==> src/rtl/if_fetch_stage.sv <==
// if_fetch_stage: instruction-fetch stage feeding the IF/ID register.
// Issues one SRAM-like fetch at a time, buffers the returned instruction
// for ID and steers fetch_pc on branch / exception / ertn redirects,
// discarding any response that belongs to the abandoned path.
// Optional build macro IF_ADEF_EN: a misaligned fetch_pc raises an ADEF
// fault in the buffer instead of issuing a request.
module if_fetch_stage #(
    parameter logic [31:0] RESET_PC = 32'h1c000000,
    parameter logic [31:0] NOP_INST = 32'h02800000
) (
    input  logic        clk,
    input  logic        rst,
    input  logic        id_allow_in,
    input  logic        br_taken,
    input  logic [31:0] br_target,
    input  logic        wb_ex,
    input  logic [31:0] ex_entry,
    input  logic        wb_is_ertn,
    input  logic [31:0] ertn_pc,
    output logic        inst_sram_req,
    output logic [31:0] inst_sram_addr,
    input  logic        inst_sram_addr_ok,
    input  logic        inst_sram_data_ok,
    input  logic [31:0] inst_sram_rdata,
    output logic        if_ready_go,
    output logic [31:0] if_pc,
    output logic [31:0] if_inst,
    output logic        if_ex_adef
);

    localparam logic [1:0] S_IDLE = 2'd0;
    localparam logic [1:0] S_REQ  = 2'd1;
    localparam logic [1:0] S_WAIT = 2'd2;
    localparam logic [1:0] S_HOLD = 2'd3;

    logic [1:0]  state;
    logic [31:0] fetch_pc;
    logic [31:0] redir_pc;
    logic        redir_valid;
    logic        discard;

    logic        redir;
    logic [31:0] redir_tgt;
    logic        adef_fault;

    // Pick the redirect target: exception beats ertn beats branch.
    always_comb begin
        redir     = wb_ex | wb_is_ertn | br_taken;
        redir_tgt = br_target;
        if (wb_ex)
            redir_tgt = ex_entry;
        else if (wb_is_ertn)
            redir_tgt = ertn_pc;
    end

`ifdef IF_ADEF_EN
    assign adef_fault = (state == S_REQ) && (fetch_pc[1:0] != 2'b00);
`else
    assign adef_fault = 1'b0;
`endif

    // A faulting fetch never reaches the SRAM.
    assign inst_sram_req  = (state == S_REQ) && !adef_fault;
    assign inst_sram_addr = fetch_pc;

    // Fetch FSM, fetch PC, pending-redirect bookkeeping and the ID buffer.
    always_ff @(posedge clk) begin
        if (rst) begin
            state       <= S_IDLE;
            fetch_pc    <= RESET_PC;
            redir_pc    <= RESET_PC;
            redir_valid <= 1'b0;
            discard     <= 1'b0;
            if_ready_go <= 1'b0;
            if_pc       <= 32'h1bfffffc;
            if_inst     <= NOP_INST;
            if_ex_adef  <= 1'b0;
        end else begin
            case (state)
                S_IDLE, S_HOLD: begin
                    // Redirect wins over a same-cycle consume.
                    if (redir) begin
                        fetch_pc    <= redir_tgt;
                        if_ready_go <= 1'b0;
                        if_inst     <= NOP_INST;
                        if_ex_adef  <= 1'b0;
                        state       <= S_REQ;
                    end else if (state == S_IDLE) begin
                        state <= S_REQ;
                    end else if (id_allow_in) begin
                        if_ready_go <= 1'b0;
                        state       <= S_REQ;
                    end
                end
                S_REQ: begin
                    if (adef_fault) begin
                        // No request went out, so a redirect can be taken directly.
                        if (redir) begin
                            fetch_pc <= redir_tgt;
                        end else begin
                            if_pc       <= fetch_pc;
                            if_inst     <= NOP_INST;
                            if_ex_adef  <= 1'b1;
                            if_ready_go <= 1'b1;
                            state       <= S_HOLD;
                        end
                    end else if (inst_sram_addr_ok) begin
                        // The accepted request is on the old path if any redirect is known.
                        state       <= S_WAIT;
                        redir_valid <= 1'b0;
                        if (redir) begin
                            discard  <= 1'b1;
                            fetch_pc <= redir_tgt;
                        end else if (redir_valid) begin
                            discard  <= 1'b1;
                            fetch_pc <= redir_pc;
                        end
                    end else if (redir) begin
                        // Address must stay stable until accepted; remember the target.
                        redir_valid <= 1'b1;
                        redir_pc    <= redir_tgt;
                    end
                end
                S_WAIT: begin
                    if (inst_sram_data_ok) begin
                        if (redir || discard) begin
                            if (redir)
                                fetch_pc <= redir_tgt;
                            discard <= 1'b0;
                            state   <= S_REQ;
                        end else begin
                            if_inst     <= inst_sram_rdata;
                            if_pc       <= fetch_pc;
                            if_ex_adef  <= 1'b0;
                            if_ready_go <= 1'b1;
                            fetch_pc    <= fetch_pc + 32'd4;
                            state       <= S_HOLD;
                        end
                    end else if (redir) begin
                        discard  <= 1'b1;
                        fetch_pc <= redir_tgt;
                    end
                end
                default: state <= S_IDLE;
            endcase
        end
    end

endmodule

==> config.mk <==
export PLATFORM = sky130hd
export DESIGN_NAME = if_fetch_stage
export DESIGN_NICKNAME = d
export VERILOG_FILES = /design/src/rtl/if_fetch_stage.sv
export SDC_FILE = /design/constraint.sdc
export NUM_CORES = 1
export LEC_CHECK = 0
export ABC_CLOCK_PERIOD_IN_PS = 5300
export CAP_MARGIN = 20
export CORE_UTILIZATION = 44
export CTS_CLUSTER_DIAMETER = 30
export DETAILED_ROUTE_END_ITERATION = 7
export PLACE_DENSITY_LB_ADDON = 0.12
export SYNTH_ARGS = -nofsm -noshare
export SYNTH_HDL_FRONTEND = slang
export SYNTH_SLANG_ARGS = --single-unit
==> constraint.sdc <==
create_clock -name clk -period 5.3 [get_ports clk]
set_input_delay 1.06 -clock clk [delete_from_list [all_inputs] [get_ports clk]]
set_output_delay 1.06 -clock clk [all_outputs]
set_load 0.02 [all_outputs]
After elaboration in Yosys (flattened, before gate mapping). Cells that the tools add are included.

Flip-flop bits (word level): 134. Latch bits: 0. Bits in writable memories: 0. Memory bits (read-only): 0. Input bits: 136. Logic and storage cells: 79. Memories: 0.

$add $sub $neg: 1. Multiply operators: 0. Divide/modulo/power cells: 0. Magnitude comparators: 0. Equality and inequality tests: 13. Shift-type cells: 0. Multiplexer cells: 38. Bitwise operators: 5. Reduce and logical (&&, ||, !) cells: 13.

Operator list (count): 32-bit 2-to-1 mux (11); 32-bit one-hot mux with 3 select lines (1); 32-bit one-hot mux with 2 select lines (1); 32-bit by 3-bit adder with 32-bit output (second input constant) (1); 1-bit 2-to-1 mux (15); 2-bit 2-to-1 mux (6); 3-bit != test (second input constant) (4); 5-bit AND reduction (2); 3-bit AND reduction (3); 2-bit != test (second input constant) (3); 1-bit one-hot mux with 2 select lines (3); 2-bit one-hot mux with 3 select lines (1); 2-bit == test (second input constant) (2); 4-bit != test (second input constant) (1); 2-bit AND reduction (2); 4-bit AND reduction (1); 2-bit nonzero test (2); 3-bit by 1-bit != test with 1-bit output (second input constant) (1); 1-bit inverter (3); 2-bit by 1-bit == test with 1-bit output (second input constant) (1); 2-bit logical NOT (1); 2-bit by 1-bit != test with 1-bit output (second input constant) (1); 1-bit bitwise OR (2); 2-bit OR reduction (1); 1-bit logical OR (1).

Depth between registers and ports, before layout.
Depth after elaboration: 6. Gate-level depth with buffers: 9. Gate-level depth less buffers: 7.

Worst setup path before layout. Ideal clock, no wire load.

Kind: input to register. Start: input br_taken. End: register fetch_pc[11], in the netlist inst_sram_addr[11]. Setup time: 0.121 ns. Data arrival time: 2.523 ns. Data required time: 5.179 ns. Slack: 2.656 ns. Stages on the path: 9. Path buffers: 4. Cell sequence: buf_6 or3_4 buf_6 buf_2 buf_2 o211ai_1 a21oi_1 a221oi_1 o2bb2ai_1.

Cells in the longest elaborated chain, start to end: 5. Elaborated cells between the ends (all ways): 10.

RTL lines: from (decl) (line 14) `input logic br_taken,`; 1-bit bitwise OR (*) (line 48) `redir = wb_ex | wb_is_ertn | br_taken;`; 32-bit 2-to-1 mux or 1-bit logical OR (tied branches); 32-bit 2-to-1 mux (line 126) `if (redir || discard) begin`; 32-bit 2-to-1 mux (line 125) `if (inst_sram_data_ok) begin`; 32-bit one-hot mux with 3 select lines (line 79) `case (state)`; to (signal assigned) (line 83) `fetch_pc <= redir_tgt;`; to (signal assigned) (line 128) `fetch_pc <= redir_tgt;`; to (signal assigned) (line 136) `fetch_pc <= fetch_pc + 32'd4;`; to (decl) (line 37) `logic [31:0] fetch_pc;`.

Mark *: on every way between the ends. The rest lies on a longest branch, timed or not. The select of a mux whose other input is x is not followed. A chain may end at the register's enable or synchronous reset.

Worst setup path after layout.
Start: input br_taken. End: register if_inst[0].

Cells in the longest elaborated chain, start to end: 4. Elaborated cells between the ends (all ways): 5.

RTL lines: 1-bit bitwise OR (*) (line 48); 1-bit logical OR (line 126); 2-bit != test (no line); 4-bit AND reduction (no line) (*); to (signal assigned) (line 132) `if_inst <= inst_sram_rdata;`; to (decl) (line 27) `output logic [31:0] if_inst,`.

Mark *: on every way between the ends. The rest lies on a longest branch, timed or not.

==> key figures <==
Synthesis
  – Top cells by instance count after synthesis: sky130_fd_sc_hd__nand2_1, sky130_fd_sc_hd__dfxtp_1, sky130_fd_sc_hd__a21oi_1
  – Sequential area share after synthesis: 35.4%
  – Syn Std Cell Area: 7530 sq um
  – Leading register cell type out of synthesis: sky130_fd_sc_hd__dfxtp_1
  – EDFF count, synth: 0
  – Cell accounting for the most synthesized area: sky130_fd_sc_hd__dfxtp_1
  – Synth Area per Inst: 7.86 sq um
  – Most instantiated library cell after synthesis: sky130_fd_sc_hd__nand2_1
  – Yosys cell types: 82
  – Cell types occupying the most area after synthesis: sky130_fd_sc_hd__dfxtp_1, sky130_fd_sc_hd__nand2_1, sky130_fd_sc_hd__a21oi_1, sky130_fd_sc_hd__nand3_1, sky130_fd_sc_hd__mux2i_1
  – Yosys top cell area share: 35.4%
  – Proportion of register bits with asynchronous set or reset after synthesis: 0%
  – Total of warnings raised by yosys: 0
  – Post-synthesis sequential element count: 133
  – Nets in the synthesized netlist: 1100
  – Instance count of the mapped netlist: 958

Global routing
  – Antenna violations before repair: 0
  – Via count of the first global-routing pass: 7109
  – Sum of overflow across all layers after global routing: 0
  – Global-route wire length before repair: 39.5 mm
  – GRT Util Overall: 28.4%
  – Pin count of the biggest net entering global routing: 70

Detailed routing
  – Total via count after detailed routing: 7900
  – DRC Markers: 0
  – Routed wire length: 25.0 mm
  – Via/cell ratio: 5.76
  – First-pass iteration count of the detailed router: 5
  – Average wire length per cell after detail routing: 18.2 microns
  – Iteration-0 DRC count of the detailed router: 836
  – Post-DRT Antenna Nets: 0

Floorplan
  – Die span in y: 133 microns
  – Die Outline Area: 17600 sq um
  – # rows: 47
  – Initial Util: 45.2%
  – # IOs: 235
  – Core area: 16600 sq um
  – Chip Width: 133 microns

Clocking
  – H-tree Lvls: 4
  – Post-CTS Setup Bufs: 0
  – CTS tree: yes
  – Number of clock sinks: 133
  – Clk slew on worst S/H paths: 0.06 ns
  – Clock root buffer: sky130_fd_sc_hd__clkbuf_16
  – Total CTS buffers: 17
  – Number of hold buffers added after CTS: 0
  – Worst-skew pair later-pin latency: 0.42 ns
  – Gates resized, CTS repair: 0
  – Longest Clk Path Bufs: 2

Placed design
  – DP HPWL: 17.8 mm
  – Final Wtd Congestion: 0.884
  – Input/output buffers: 233

Timing
  – Final number of max-transition violations: 0
  – Fmax: 290 MHz
  – Fraction of the cycle the final worst path needs: 65.1%
  – Clock period minus final worst setup slack: 3.45 ns
  – Final setup TNS: 0 ns
  – Unrepaired setup endpoints after global routing: no
  – Relative max-transition margin: 28.5%
  – Setup violation total in the final timing report: 0
  – Tightest Pin Transition: 1.07 ns
  – Final count of hold timing violations: 0
  – Worst clock skew on the final layout: 0.00584 ns

Critical path
  – Crit start category: input port
  – Reg-to-reg critical path startpoint: state[0]
  – Endpoint required time on the critical path: 5.58 ns
  – Crit. Startpoint: br_taken
  – Register-to-register setup slack: 2.04 ns
  – CP endpoint: if_inst[0]
  – R2R depth: 7
  – Data arrival time of the worst path: 3.74 ns
  – Worst r2r dst: inst_sram_addr[25]
  – Crit Path Max Fanout: 35
  – Crit end category: register
  – Setup Crit Path Kind: input port to register

Finish
  – Proportion of layout cells with a drive suffix above 1: 6.86%
  – # nets final: 1281
  – Reg area: 2660 sq um
  – Number of antenna repair diodes: 0
  – Area added between synthesis and finish: 38.0%
  – Number of filler cells placed in the layout: 1543
  – Multi-input combinational cell area: 4340 sq um

Power and ir drop
  – Overall power: 3640 uW
  – Leak pwr: 0.00384 uW
  – Max rail drop VDD: 0.289 mV
  – P per Cell Area: 351 nW/um^2

Outcome
  – Result of the run: completed

Job
  – Maxcap violations: 0

Hold path
  – Hold WC Path Type: register to register
-- how the worst min path moves through the flow --
stage | startpoint | to | slack (ns) | cells after the start
3_3_place_gp | if_inst[16] | if_inst[16] | 0.44 | 2
3_5_place_dp | if_inst[13] | if_inst[13] | 0.45 | 2
5_1_grt | if_inst[12] | if_inst[12] | 0.47 | 2
2_1_floorplan | redir_pc[19] | redir_pc[19] | 0.43 | 2
4_1_cts | if_inst[13] | if_inst[13] | 0.45 | 2
6_report | if_inst[18] | if_inst[18] | 0.45 | 2
-- layout make-up --
cell class                      instances  share of cell area, %
Clock buffer                           22                   4.47
Clock inverter                          9                   1.69
Inverter                               13                  0.470
Multi-Input combinational cell        727                   41.8
Sequential cell                       133                   25.6
Tap cell                              220                   2.65
Timing Repair Buffer                  247                   23.3
-- through the flow --
step           utilization (%)  setup slack (ns)  std cells  hold WS [ns]  area, sq um
2_1_floorplan                -              2.66        958         0.432         7530
3_3_place_gp              58.6              1.43       1340         0.437         9750
3_5_place_dp              58.6              1.41       1340         0.445         9750
4_1_cts                   62.4              1.85       1371         0.453        10400
5_1_grt                   62.4              1.64       1371         0.469        10400
6_report                  62.4              1.85       1371         0.451        10400
-- flip-flops by register name, indices dropped and copies added, names as in the netlist --
name / flops
redir_pc: 32
redir_valid: 1
state: 2
discard: 1
if_pc: 32
inst_sram_addr: 32
if_ready_go: 1
if_inst: 32
-- placed cells by master (no fill, tap or decap), types with 10 or more instances in the layout --
cell type	count
sky130_fd_sc_hd__nor2b_1	15
sky130_fd_sc_hd__nand2_1	168
sky130_fd_sc_hd__clkdlybuf4s50_1	230
sky130_fd_sc_hd__nand3_1	57
sky130_fd_sc_hd__mux2_2	14
sky130_fd_sc_hd__o21ai_0	40
sky130_fd_sc_hd__dfxtp_1	133
sky130_fd_sc_hd__nor3_1	14
sky130_fd_sc_hd__and2_1	12
sky130_fd_sc_hd__o211ai_1	11
sky130_fd_sc_hd__mux2i_1	26
sky130_fd_sc_hd__clkbuf_16	17
sky130_fd_sc_hd__a21oi_1	101
sky130_fd_sc_hd__nand4_1	20
sky130_fd_sc_hd__and3_1	10
sky130_fd_sc_hd__buf_4	15
sky130_fd_sc_hd__inv_1	12
sky130_fd_sc_hd__nor2_1	56
sky130_fd_sc_hd__nand3b_1	21
sky130_fd_sc_hd__a211oi_1	10
-- critical path, stage by stage --
cell	delay, ns
sky130_fd_sc_hd__clkdlybuf4s50_1	0.58
sky130_fd_sc_hd__or3_4	0.66
sky130_fd_sc_hd__o21ai_4	0.29
sky130_fd_sc_hd__nand3b_1	0.55
sky130_fd_sc_hd__buf_4	0.42
sky130_fd_sc_hd__nand2_1	0.10
sky130_fd_sc_hd__a21oi_2	0.05
-- routing by layer --
| layer | share of wire (%) | GRT usage [%] | vias to the layer above |
|---|---|---|---|
| met5 | 0 | 0 | - |
| met3 | 9.2 | 7.70 | 26 |
| met4 | 1.4 | 8.17 | 0 |
| met1 | 44 | 38.9 | 3693 |
| met2 | 45 | 43.5 | 364 |
| li1 | - | - | 3817 |
-- kinds of logic (layout without fill, tap and decap cells) --
logic type | Yosys count | after routing | synth area share, %
multiplexers | 40 | 40 | 5.55
other | 1 | 1 | 0.0498
flip-flops | 133 | 133 | 35.4
adder cells (fa/ha/maj) | 6 | 6 | 0.997
AO/OA/AOI/OAI | 261 | 261 | 22.8
AND/OR/NAND/NOR | 411 | 411 | 27.2
buffers and inverters | 98 | 291 | 7.05
XOR/XNOR | 8 | 8 | 0.931
-- where the power goes --
| part | switching, uW | internal [uW] |
|---|---|---|
| clock network | 441 | 855 |
| registers | 155 | 1100 |
| logic | 639 | 452 |
Power figures use the tool's default switching activity.
